### src/rtl/wb_pkg.sv
// Shared defaults and writeback source encodings for the MEM/WB select stage.
package wb_pkg;

  localparam int XLEN_DEFAULT = 32;
  localparam int REGW_DEFAULT = 5;
  localparam int NSRC_DEFAULT = 4;

  typedef enum logic [1:0] {
    SRC_ALU = 2'd0,
    SRC_MEM = 2'd1,
    SRC_PC4 = 2'd2,
    SRC_IMM = 2'd3
  } wb_src_e;

endpackage

### src/rtl/wb_src_mux.sv
// Combinational NSRC:1 writeback source mux; out-of-range selects give zero data
// and a low in_range flag so the stage can suppress the write.
module wb_src_mux
  import wb_pkg::*;
#(
  parameter int XLEN = XLEN_DEFAULT,
  parameter int NSRC = NSRC_DEFAULT,
  parameter int SELW = $clog2(NSRC)
) (
  input  logic [NSRC*XLEN-1:0] src_data,
  input  logic [SELW-1:0]      sel,
  output logic [XLEN-1:0]      data,
  output logic                 in_range
);

  always_comb begin
    data     = '0;
    in_range = 1'b0;
    for (int i = 0; i < NSRC; i++) begin
      if (sel == SELW'(i)) begin
        data     = src_data[i*XLEN +: XLEN];
        in_range = 1'b1;
      end
    end
  end

endmodule

### src/rtl/wb_select_stage.sv
// MEM/WB pipeline register driving the register-file write port, with stall,
// flush, x0 suppression and a retired-write counter. WB_BYPASS_EN adds a
// one-entry write history for the WB-to-ID read-after-write case.
module wb_select_stage
  import wb_pkg::*;
#(
  parameter int XLEN = XLEN_DEFAULT,
  parameter int NSRC = NSRC_DEFAULT,
  parameter int SELW = $clog2(NSRC),
  parameter int REGW = REGW_DEFAULT,
  parameter int CNTW = 32
) (
  input  logic                 clk,
  input  logic                 rst_n,
  input  logic [NSRC*XLEN-1:0] src_data,
  input  logic [SELW-1:0]      src_sel,
  input  logic [REGW-1:0]      rd_in,
  input  logic                 we_in,
  input  logic                 valid_in,
  input  logic                 stall,
  input  logic                 flush,
`ifdef WB_BYPASS_EN
  output logic [XLEN-1:0]      byp_data,
  output logic [REGW-1:0]      byp_addr,
  output logic                 byp_valid,
`endif
  output logic [XLEN-1:0]      wd3,
  output logic [REGW-1:0]      wa3,
  output logic                 we3,
  output logic                 valid_out,
  output logic [CNTW-1:0]      wb_count
);

  logic [XLEN-1:0] mux_data;
  logic            mux_in_range;
  logic            we_next;

  wb_src_mux #(
    .XLEN(XLEN),
    .NSRC(NSRC),
    .SELW(SELW)
  ) u_mux (
    .src_data(src_data),
    .sel     (src_sel),
    .data    (mux_data),
    .in_range(mux_in_range)
  );

  // x0 and illegal selects still load data/address but never write
  assign we_next = valid_in & we_in & (rd_in != '0) & mux_in_range;

  always_ff @(posedge clk) begin
    if (!rst_n) begin
      wd3       <= '0;
      wa3       <= '0;
      we3       <= 1'b0;
      valid_out <= 1'b0;
      wb_count  <= '0;
    end else if (flush) begin
      valid_out <= 1'b0;
      we3       <= 1'b0;
    end else if (stall) begin
      // held instruction must not write the register file twice
      we3 <= 1'b0;
    end else begin
      wd3       <= mux_data;
      wa3       <= rd_in;
      valid_out <= valid_in;
      we3       <= we_next;
      if (we_next) begin
        wb_count <= wb_count + CNTW'(1);
      end
    end
  end

`ifdef WB_BYPASS_EN
  // captures the write that just retired; independent of stall/flush
  always_ff @(posedge clk) begin
    if (!rst_n) begin
      byp_data  <= '0;
      byp_addr  <= '0;
      byp_valid <= 1'b0;
    end else if (we3) begin
      byp_data  <= wd3;
      byp_addr  <= wa3;
      byp_valid <= 1'b1;
    end else begin
      byp_valid <= 1'b0;
    end
  end
`endif

endmodule

### config.mk
export PLATFORM = sky130hd
export DESIGN_NAME = wb_select_stage
export DESIGN_NICKNAME = d
export VERILOG_FILES = /design/src/rtl/wb_pkg.sv /design/src/rtl/wb_src_mux.sv /design/src/rtl/wb_select_stage.sv
export SDC_FILE = /design/constraint.sdc
export NUM_CORES = 1
export LEC_CHECK = 0
export ABC_AREA = 1
export BUFFER_PORTS_ARGS = -buffer_cell sky130_fd_sc_hd__buf_4
export CAP_MARGIN = 20
export CORE_ASPECT_RATIO = 1.1
export CORE_UTILIZATION = 42
export DETAILED_ROUTE_END_ITERATION = 6
export PLACE_DENSITY = 0.77
export SLEW_MARGIN = 10
export SYNTH_ARGS = -nofsm -noshare
export SYNTH_HDL_FRONTEND = slang
export SYNTH_SLANG_ARGS = --single-unit
### constraint.sdc
create_clock -name clk -period 1.6 [get_ports clk]
set_input_delay 0.08 -clock clk [delete_from_list [all_inputs] [get_ports clk]]
set_output_delay 0.08 -clock clk [all_outputs]
set_load 0.01 [all_outputs]
### After elaboration in Yosys (flattened, before gate mapping)

Cells that the tools add are included.

* bits in registers: 71

* add/subtract/negate cells: 1
* eq/ne operators: 3
* muxes and demuxes: 8
* bitwise gates (word level): 6
* reductions and logical operators: 6

Operator list (number)
* $mux 32: 4
* $add 32x1->32 const B: 1
* $reduce_bool 5->1: 1
* $eq 2x2->1 const B: 2
* $mux 1: 4
* $and 1x1->1: 3
* $not 1->1: 3
* $reduce_and 3->1: 1
* $reduce_or 3->1: 1
* $eq 2x1->1 const B: 1
* $logic_not 2->1: 1
* $reduce_and 2->1: 1
* $reduce_or 2->1: 1

### Longest topological paths before layout

Gate-level depths: netlist (run 1).

* word-level depth: 7
* gate-level depth with buffers: 10

### Cells and area by module

From an unflattened synthesis (run 1), not the netlist that was laid out.

* cells, all modules: 643
* area, all modules: 4146.5 µm²

By module, submodules not included
* wb_select_stage: instances 1, cells an instance 455, area each 3166.8 µm², sequential area each 1421.4 µm²
* wb_src_mux: instances 1, cells an instance 188, area each 979.7 µm², sequential area each 0.0 µm²

### Worst setup path before layout (run 1)

Ideal clock, no wire load.

* path kind: reg2reg
* start: register wb_count[1]
* end: register wb_count[22]
* data arrival time: 1.355 ns
* slack: 0.117 ns
* cell stages (with the launch flop): 10
* period minus slack after synthesis: 1.483 ns
* path through: dfxtp_1 -> ha_1 -> nand3_2 -> nor2_4 -> nand2_2 -> nor2_4 -> buf_6 -> nand3_1 -> nand2_1 -> nor2_1

* cells in the longest elaborated chain, start to end: 1

RTL lines
* start: declaration: RTL line wb_select_stage.sv:31 `output logic [CNTW-1:0] wb_count`
* start signal: assignment: RTL line wb_select_stage.sv:71 `wb_count <= wb_count + CNTW'(1);`
* $add 32x1->32: RTL line wb_select_stage.sv:71

No other way between the ends.
A chain may end at the register's enable or synchronous reset.

### Final worst setup path (run 1)

* start: input flush
* end: register wb_count[12]

* cells in the longest elaborated chain, start to end: 2

RTL lines
* start: declaration: RTL line wb_select_stage.sv:21 `input logic flush,`
* $not 1->1 (no source line)
* $reduce_and 3->1 (no source line)

No other way between the ends.

==> results.py, run 1 <==
metrics = {
    "outcome": {
        "outcome": "complete, no violations",
    },
    "timing": {
        "tightest_slew_ps": 363,
        "clock_skew_ps": 6.84,
        "fmax_ghz": 0.646,
        "setup_ws_ps": 52.0,
        "slew_violations": 0,
        "period_needed_ps": 1550,
        "slew_headroom_pct": 75.8,
        "setup_viol": 0,
        "fin_setup_tns_ps": 0,
        "period_share_pct": 96.8,
        "final_hold_viol_count": 0,
    },
    "global_routing": {
        "grt_pass1_wl_um": 21400,
        "grt_max_degree": 33,
        "antenna_found_initial": 0,
        "grt_overflow": 0,
        "grt_pass1_vias": 4678,
        "grtUsageTotal_pct": 27.2,
    },
    "logic_synthesis": {
        "avgSynthCellArea_sq_um": 6.31,
        "synth.most_common_cell": "nand2_1",
        "yosysTopAreaCell": "dfxtp_1",
        "yosys-top-cells-count": "nand2_1, nand3_1, dfxtp_1",
        "yosysWarnings": 0,
        "async_flop_share_pct": 0,
        "synth_top_flop_cell": "dfxtp_1",
        "synth_cells": 647,
        "synth_edf_count": 0,
        "synth_cell_types": 25,
        "synth_top_area_share_pct": 34.8,
        "ys_ff_latch": 71,
        "post_synth_instance_area_sq_um": 4080,
        "syn_nets": 789,
        "ys_seq_area_share_pct": 34.8,
        "netlist_top_cells_area": "dfxtp_1, nand2_1, nand3_1",
    },
    "floorplan": {
        "die_area_sq_um": 10100,
        "std_cell_rows": 37,
        "initial_core_util_pct": 43.4,
        "die_w_um": 96.0,
        "die_y_um": 105,
        "core_area_sq_um": 9400,
        "top_level_ports": 212,
    },
    "critical_path": {
        "critPathLaunchType": "input port",
        "crit_type": "input port to register",
        "crit_required_ps": 1840,
        "ff2ff_path_depth": 8,
        "rrSetupSlack_ps": 80,
        "setup.worst_path.end": "wb_count[12]$_SDFFE_PN0P_",
        "critPathLaunch": "flush",
        "endpoint_kind": "register",
        "r2r-start": "wb_count[0]$_SDFFE_PN0P_",
        "cp.arrival_ps": 1790,
        "crit_fanout": 9,
        "rr_endpoint": "wb_count[12]$_SDFFE_PN0P_",
    },
    "routing": {
        "drc_errors": 0,
        "wire_per_inst_um": 14.4,
        "drt-total-wl_um": 14100,
        "vias_per_cell": 5.27,
        "drt-initial-drc-count": 186,
        "firstDrtPassIters": 5,
        "num_vias": 5163,
        "detail-route-antenna-nets": 0,
    },
    "final_layout": {
        "area.growth.synth_to_final_pct": 48.7,
        "layout.nets": 1000,
        "drive_above_1_share_pct": 33.0,
        "final_cells": 980,
        "diodes": 0,
        "final_core_util_pct": 64.6,
    },
    "power": {
        "pwr-share-clk_pct": 35.1,
        "p_leak_nw": 2.72,
        "p_sw_mw": 1.08,
        "p_per_area_nw_per_um2": 672,
        "finalPower_mw": 4.08,
        "pwr-share-comb_pct": 19.4,
        "internal-power_mw": 3.00,
        "switching_share_pct": 26.5,
        "peakVddDrop_v": 0.000437,
        "seq_power_share_pct": 45.5,
    },
    "clock_tree": {
        "clkLatencyLatePin_ps": 350,
        "clkTransAtPathRegs_ps": 70,
        "root_buffer": "clkbuf_8",
        "cts.path.max_buffers": 2,
        "h-tree-depth": 3,
        "clock_sinks": 71,
        "cts_tree": "built",
        "cts_buffers": 9,
    },
    "placed_design": {
        "routabilityCongestion": 0.906,
        "hpwl_um": 10600,
        "dp_cells": 954,
        "numPortBuffers": 211,
        "pre_cts_slack_ps": 31.7,
    },
    "flow_run": {
        "maxCapViolCount": 0,
    },
    "hold_path": {
        "hold_class": "input port to register",
    },
}
logic make-up (layout without fill, tap and decap cells):
logic type      count (synthesis)  count (layout)  share of synthesized area, %
flops                          71              71                          34.8
compound gates                 90              90                          11.1
simple gates                  396             397                          44.4
fa+ha+maj                       1               1                         0.307
xor+xnor                        2               2                         0.429
buf+inv                        87             302                          8.92
what timing repair did:
action                                  in CTS  in global routing
gates resized for setup                      0                  6
setup buffers                                0                  5
endpoints found under the setup margin       0                 21
hold buffers                                 4                  0
endpoints found under the hold margin        4                  0
layer usage:
layer	share of wire, %	vias up	global-route usage, %
met5	0	-	0
met4	3.9	0	14.4
met3	7.1	39	4.91
met2	50	247	47.2
met1	39	2339	31.0
li1	-	2538	-
worst min-delay path by stage:
stage,startpoint,end,cells past startpoint
after floorplan,flush,valid_out$_SDFFE_PP0N_,1
after global placement,flush,valid_out$_SDFFE_PP0N_,2
after detailed placement,flush,valid_out$_SDFFE_PP0N_,2
after CTS,src_data[111],wd3[15]$_SDFFE_PN0P_,3
after global routing,stall,valid_out$_SDFFE_PP0N_,3
final,src_data[125],wd3[29]$_SDFFE_PN0P_,3
flip-flops by register name, summed over array words and instances (netlist names):
register / cells
wb_count: 32
valid_out: 1
wa3: 5
we3: 1
wd3: 32
power groups by stage:
stage | clock [mW] | combinational [mW] | sequential [mW]
floorplan | 0 | 0.295 | 1.92
global placement | 0 | 0.764 | 1.89
detailed placement | 0 | 0.775 | 1.90
CTS | 1.46 | 0.785 | 1.86
global route | 1.53 | 0.858 | 1.86
finish | 1.43 | 0.790 | 1.86
through the flow:
stage / instance area, sq um / hold WS [ps]
final: 6070 / 21.4
after global routing: 6070 / 13.7
after CTS: 5990 / 7.82
after detailed placement: 5760 / 265
after global placement: 5760 / 264
after floorplan: 4080 / 158
area by class of cell:
| type | count | area [sq um] |
|---|---|---|
| inverters | 52 | 195 |
| clock inverters | 4 | 45.0 |
| multi-input cells | 490 | 2320 |
| flip-flops and latches | 71 | 1420 |
| repair buffers | 234 | 1790 |
| fillers | 864 | 3330 |
| clock buffers | 12 | 145 |
| well taps | 117 | 146 |
placed cells by master, fill, tap and decap left out:
| cell type | n |
|---|---|
| buf_12 | 2 |
| inv_2 | 5 |
| buf_4 | 228 |
| a21oi_1 | 45 |
| o21bai_1 | 1 |
| nor2_1 | 66 |
| nor2_4 | 10 |
| xor2_1 | 2 |
| nand3_1 | 73 |
| dlygate4sd3_1 | 4 |
| nand4_1 | 33 |
| inv_1 | 47 |
| ha_2 | 1 |
| dfxtp_2 | 1 |
| clkbuf_8 | 10 |
| nor2_2 | 10 |
| nand3_2 | 6 |
| nor4_1 | 1 |
| o21ai_0 | 33 |
| nand2_1 | 190 |
| o21ai_1 | 10 |
| nand2_4 | 2 |
| clkbuf_1 | 2 |
| clkinv_2 | 3 |
| dfxtp_1 | 70 |
| a31oi_1 | 1 |
| bufinv_16 | 1 |
| nand2_2 | 6 |
critical path: stages:
cell and delay [ps]:
dlygate4sd3_1 560, buf_4 150, inv_2 60, nand2_4 60
nor2_2 120, nand2_4 120, buf_4 180, nor2_4 170
nand2_1 100, o21ai_1 150, nor2_1 50
Power figures use the tool's default switching activity.
==> run 2, diff against run 1 <==
--- a/config.mk
+++ b/config.mk
@@ -16,3 +16,4 @@
 export SYNTH_ARGS = -nofsm -noshare
 export SYNTH_HDL_FRONTEND = slang
 export SYNTH_SLANG_ARGS = --single-unit
+export TNS_END_PERCENT = 20
==> constraint.sdc (replaced) <==
create_clock -name clk -period 1.9 [get_ports clk]
set_input_delay 0.095 -clock clk [delete_from_list [all_inputs] [get_ports clk]]
set_output_delay 0.095 -clock clk [all_outputs]
set_load 0.01 [all_outputs]
==> run 2 against run 1 <==
Against the previous run: register-to-register slack improved by 210 ps; non-clock buffer count decreased by 10; global-route usage decreased by 0.13 points; sequential share of layout area increased by 0.45 points; first-iteration DRC count increased by 9.7%; sequential power decreased by 16%; combinational power decreased by 18%; largest power group unchanged; highest routed layer unchanged.
==> results.py, run 2 (synthesis gave the netlist of run 1 again) <==
metrics = {
    "final_layout": {
        "final_cells": 969,
        "final_common_cell": "buf_4",
        "layout.nets": 989,
        "reg.largest.list": "wb_count x32, wd3 x32, wa3 x5",
        "final_cell_mix": "buf_4, nand2_1, nand3_1",
        "area.growth.synth_to_final_pct": 45.8,
        "diodes": 0,
        "drive_above_1_share_pct": 32.2,
    },
    "floorplan": {
        "die_area_sq_um": 10100,
        "std_cell_rows": 37,
        "die_w_um": 96.0,
        "die_y_um": 105,
        "initial_core_util_pct": 43.4,
        "core_area_sq_um": 9400,
        "top_level_ports": 212,
    },
    "power": {
        "p_per_area_nw_per_um2": 572,
        "p_leak_nw": 2.67,
        "peakVddDrop_v": 0.000282,
        "finalPower_mw": 3.40,
    },
    "global_routing": {
        "grt_overflow": 0,
        "met1_usage_pct": 29.5,
        "grtUsageTotal_pct": 27.0,
        "busiest_layer": "met2",
        "met2_usage_pct": 47.9,
        "grt_max_degree": 58,
        "antenna_found_initial": 0,
        "grt_pass1_vias": 4732,
        "grt_pass1_wl_um": 21300,
        "grtUsageMet3_pct": 5.99,
    },
    "placed_design": {
        "dp_cells": 948,
        "routabilityCongestion": 0.900,
        "hpwl_um": 10500,
        "numPortBuffers": 211,
    },
    "routing": {
        "vias_per_cell": 5.21,
        "wire_per_inst_um": 14.0,
        "drt-initial-drc-count": 204,
        "drt-total-wl_um": 13600,
        "detail-route-antenna-nets": 0,
        "drc_errors": 0,
        "num_vias": 5046,
        "firstDrtPassIters": 4,
    },
    "hold_path": {
        "hold_class": "input port to register",
    },
    "clock_tree": {
        "clkLatencyLatePin_ps": 350,
        "cts_buffers": 9,
        "clkTransAtPathRegs_ps": 70,
        "cts_tree": "built",
        "cts-resized-gates": 0,
        "cts.path.max_buffers": 2,
        "root_buffer": "clkbuf_8",
        "h-tree-depth": 3,
        "clock_sinks": 71,
    },
    "critical_path": {
        "crit_fanout": 13,
        "endpoint_kind": "register",
        "crit_type": "input port to register",
        "crit_required_ps": 2190,
        "critPathLaunchType": "input port",
        "cp.arrival_ps": 2030,
    },
    "outcome": {
        "outcome": "complete, no violations",
    },
    "timing": {
        "slew_violations": 0,
        "slew_headroom_pct": 63.8,
        "grt_setup_unrepaired": "false",
        "fmax_ghz": 0.575,
        "fin_setup_tns_ps": 0,
        "tightest_slew_ps": 544,
        "period_share_pct": 91.5,
        "period_needed_ps": 1740,
        "final_hold_viol_count": 0,
        "setup_viol": 0,
        "clock_skew_ps": 4.21,
    },
    "flow_run": {
        "maxCapViolCount": 0,
    },
}
## run 2: cell types whose count changed in the layout (fill, tap and decap cells not counted), sizes merged
cell,before,now
buf,230,223
dlygate4sd3,4,1
nor2,86,85
## run 2: worst paths after layout
kind	from	end	slack [ps]	cells past startpoint
max	flush	wb_count[23]$_SDFFE_PN0P_	160	12
min	rd_in[2]	wa3[2]$_SDFFE_PN0P_	20	3
max reg2reg	wb_count[1]$_SDFFE_PN0P_	wb_count[26]$_SDFFE_PN0P_	290	9
min reg2reg	wd3[26]$_SDFFE_PN0P_	wd3[26]$_SDFFE_PN0P_	470	2
## run 2: routing by layer
layer / routed length (um) / vias up
li1: - / 2511
met1: 5110 / 2295
met2: 7010 / 204
met3: 967 / 36
met4: 499 / 0
met5: 0 / -
## run 2: critical path, cell delays in order
cell and delay, ps:
dlygate4sd3_1 550, buf_4 140, inv_2 60, nand2_4 70
nor2_2 90, nand2_2 250, nor2_4 350, buf_4 180
nand2_2 50, nand2_1 50, nand2_1 40, nor2_1 90
## run 2: what timing repair did
| item | 4_1_cts | 5_1_grt |
|---|---|---|
| hold buffers | 1 | 0 |
| endpoints found under the setup margin | 0 | 1 |
| hold endpoints to repair | 1 | 0 |
| setup buffers | 0 | 4 |
## run 2: area by class of cell
cell class,count,area (sq um)
Sequential cell,71,1420
Clock inverter,4,45.0
Fill cell,862,3450
Timing Repair Buffer,224,1700
Multi-Input combinational cell,489,2300
Clock buffer,12,145
Tap cell,117,146
Inverter,52,195
## run 2: through the flow
stage          utilization (%)  hold WS (ps)  setup WS, ps  cell area, sq um
2_1_floorplan                -           173           417              4080
3_3_place_gp              60.8           277           399              5720
3_5_place_dp              60.8           281           322              5720
4_1_cts                   63.0          5.95           193              5920
5_1_grt                   63.3          24.4          54.8              5950
6_report                  63.3          20.6           161              5950
## run 2: report_power, final
| part | leakage (nW) | internal, mW | switching [mW] |
|---|---|---|---|
| Sequential | 0.577 | 1.54 | 0.0282 |
| Clock | 0.100 | 0.637 | 0.559 |
| Combinational | 2.00 | 0.338 | 0.305 |
==> run 3, diff against run 2 <==
--- a/config.mk
+++ b/config.mk
@@ -15,5 +15,6 @@
 export SLEW_MARGIN = 10
 export SYNTH_ARGS = -nofsm -noshare
 export SYNTH_HDL_FRONTEND = slang
+export SYNTH_HIERARCHICAL = 1
 export SYNTH_SLANG_ARGS = --single-unit
 export TNS_END_PERCENT = 20
==> run 3 against run 2 <==
Against the previous run: power is 4.0% higher; synthesized area grew 1.6%; sequential power is essentially flat; global-route usage is 0.16 points higher; largest cell class unchanged.
==> results.py, run 3 <==
metrics = {
    "logic_synthesis": {
        "synth_cells": 643,
        "avgSynthCellArea_sq_um": 6.45,
        "ys_seq_area_share_pct": 34.3,
        "async_flop_share_pct": 0,
        "synth_edf_count": 0,
        "syn_nets": 785,
        "synth_top_flop_cell": "dfxtp_1",
        "post_synth_instance_area_sq_um": 4150,
        "yosysWarnings": 6,
        "synth.most_common_cell": "nor2_1",
        "ys_ff_latch": 71,
        "netlist_top_cells_area": "dfxtp_1, nand3_1, nor2_1",
        "synth_cell_types": 31,
        "synth_top_area_share_pct": 34.3,
        "yosysTopAreaCell": "dfxtp_1",
        "yosys-top-cells-count": "nor2_1, nand3_1, nand2_1",
    },
    "timing": {
        "tightest_slew_ps": 606,
        "slew_violations": 0,
        "grt_setup_unrepaired": "false",
        "clock_skew_ps": 5.46,
        "setup_viol": 0,
        "final_hold_viol_count": 0,
        "fmax_ghz": 0.567,
        "period_share_pct": 92.8,
        "slew_headroom_pct": 59.6,
        "fin_setup_tns_ps": 0,
        "period_needed_ps": 1760,
    },
    "floorplan": {
        "top_level_ports": 212,
        "std_cell_rows": 37,
        "initial_core_util_pct": 43.7,
        "die_w_um": 96.7,
        "core_area_sq_um": 9490,
        "die_area_sq_um": 10300,
        "die_y_um": 106,
    },
    "global_routing": {
        "grt_max_degree": 65,
        "grtUsageTotal_pct": 27.2,
        "grt_overflow": 0,
        "antenna_found_initial": 0,
        "grt_pass1_wl_um": 22700,
        "grt_pass1_vias": 4737,
    },
    "critical_path": {
        "crit_path_top_delay_cell": "dlygate4sd3_1",
        "critPathLaunchType": "input port",
        "ff2ff_path_depth": 10,
        "path_buf_inv": 4,
        "crit_fanout": 10,
        "crit_required_ps": 2150,
        "crit_chain": "dlygate4sd3_1 > buf_4 > inv_1 > nand2_2 > nor2_2 > nand2_4 > inv_1 > nand2_1 > nor2_1 > nand2_1 > nand2_1 > nor2_1",
        "endpoint_kind": "register",
        "cp.arrival_ps": 2010,
        "crit_family": "buffers and inverters",
        "crit_type": "input port to register",
        "cp_num_cells": 12,
        "path_common_cell": "nand2_1",
        "max_stage_delay_ps": 570,
    },
    "power": {
        "p_leak_nw": 2.68,
        "p_per_area_nw_per_um2": 595,
        "peakVddDrop_v": 0.000376,
    },
    "final_layout": {
        "reg.largest.list": "wb_count x32, wd3 x32, wa3 x5",
        "diodes": 0,
        "area.growth.synth_to_final_pct": 43.5,
        "final_common_cell": "buf_4",
        "drive_above_1_share_pct": 31.5,
        "multi_input_area_sq_um": 2330,
        "final_cell_mix": "buf_4, nor2_1, nand3_1",
        "n_fill_cell": 882,
        "layout.nets": 976,
        "final_core_util_pct": 62.7,
        "regArea_sq_um": 1420,
    },
    "clock_tree": {
        "cts.path.max_buffers": 2,
        "cts_tree": "built",
        "h-tree-depth": 3,
        "root_buffer": "clkbuf_8",
        "clkTransAtPathRegs_ps": 80,
        "clkLatencyLatePin_ps": 350,
        "cts_buffers": 9,
        "cts-resized-gates": 0,
        "clock_sinks": 71,
    },
    "placed_design": {
        "numPortBuffers": 211,
        "routabilityCongestion": 0.937,
        "hpwl_um": 10900,
    },
    "routing": {
        "num_vias": 5035,
        "detail-route-antenna-nets": 0,
        "vias_per_cell": 5.27,
        "drt-total-wl_um": 14300,
        "firstDrtPassIters": 5,
        "drc_errors": 0,
        "drt-initial-drc-count": 234,
        "wire_per_inst_um": 15.0,
    },
    "flow_run": {
        "maxCapViolCount": 0,
    },
    "outcome": {
        "outcome": "complete, no violations",
    },
    "hold_path": {
        "holdPathStages": 3,
        "hold_class": "input port to register",
    },
}
[run 3: area by class of cell]
cell class	instances	area share (%)
clock buffer	11	2.55
clock inverter	5	0.947
inverter	35	2.21
multi-input combinational	494	39.2
sequential	71	23.9
tap	117	2.46
timing repair buffer	223	28.7
[run 3: path summary, 6_finish.rpt]
| kind | endpoint | slack [ps] | from |
|---|---|---|---|
| worst max-delay path | wb_count[13]$_SDFFE_PN0P_ | 140 | flush |
| worst min-delay path | wa3[1]$_SDFFE_PN0P_ | 20 | rd_in[1] |
| worst max register to register | wb_count[18]$_SDFFE_PN0P_ | 340 | wb_count[1]$_SDFFE_PN0P_ |
| worst min register to register | wd3[19]$_SDFFE_PN0P_ | 490 | wd3[19]$_SDFFE_PN0P_ |
[run 3: power by group]
part	switching (mW)	leakage, nW	internal [mW]
logic	0.332	1.99	0.361
clock network	0.595	0.105	0.676
registers	0.0318	0.579	1.54
[run 3: layer usage]
metal | wire length [um] | vias to the layer above | GRT usage [%]
li1 | - | 2517 | -
met1 | 5970 | 2271 | 34.2
met2 | 7080 | 223 | 45.7
met3 | 950 | 24 | 6.64
met4 | 308 | 0 | 8.85
met5 | 0 | - | 0
[run 3: kinds of logic after synthesis]
| kind of cell | synth area share, % |
|---|---|
| simple gates | 47.6 |
| buf+inv | 9.48 |
| flops | 34.3 |
| compound gates | 7.85 |
| xor+xnor | 0.423 |
| fa+ha+maj | 0.302 |
| other cells | 0.0904 |
[run 3: through the flow]
stage	cell area, sq um	hold WS, ps	worst slack, ps	power (mW)	cells
3_5_place_dp	5700	278	199	2.30	937
5_1_grt	5950	28.8	10.1	3.68	956
4_1_cts	5920	1.83	142	3.55	954
6_report	5950	20.4	136	3.54	956
2_1_floorplan	4150	173	371	1.92	643
3_3_place_gp	5680	270	198	2.28	936
[run 3: timing repair]
action / 4_1_cts / 5_1_grt
hold buffers: 1 / 0
endpoints found under the hold margin: 1 / 0
setup endpoints to repair: 0 / 2
setup buffers: 0 / 2
[run 3: worst reg2reg max path, delay by kind of cell (launching register included)]
kind,cells,cell delay [ps]
adder cells (fa/ha/maj),1,220
buffers and inverters,1,150
AND/OR/NAND/NOR,8,740
flip-flops,1,390
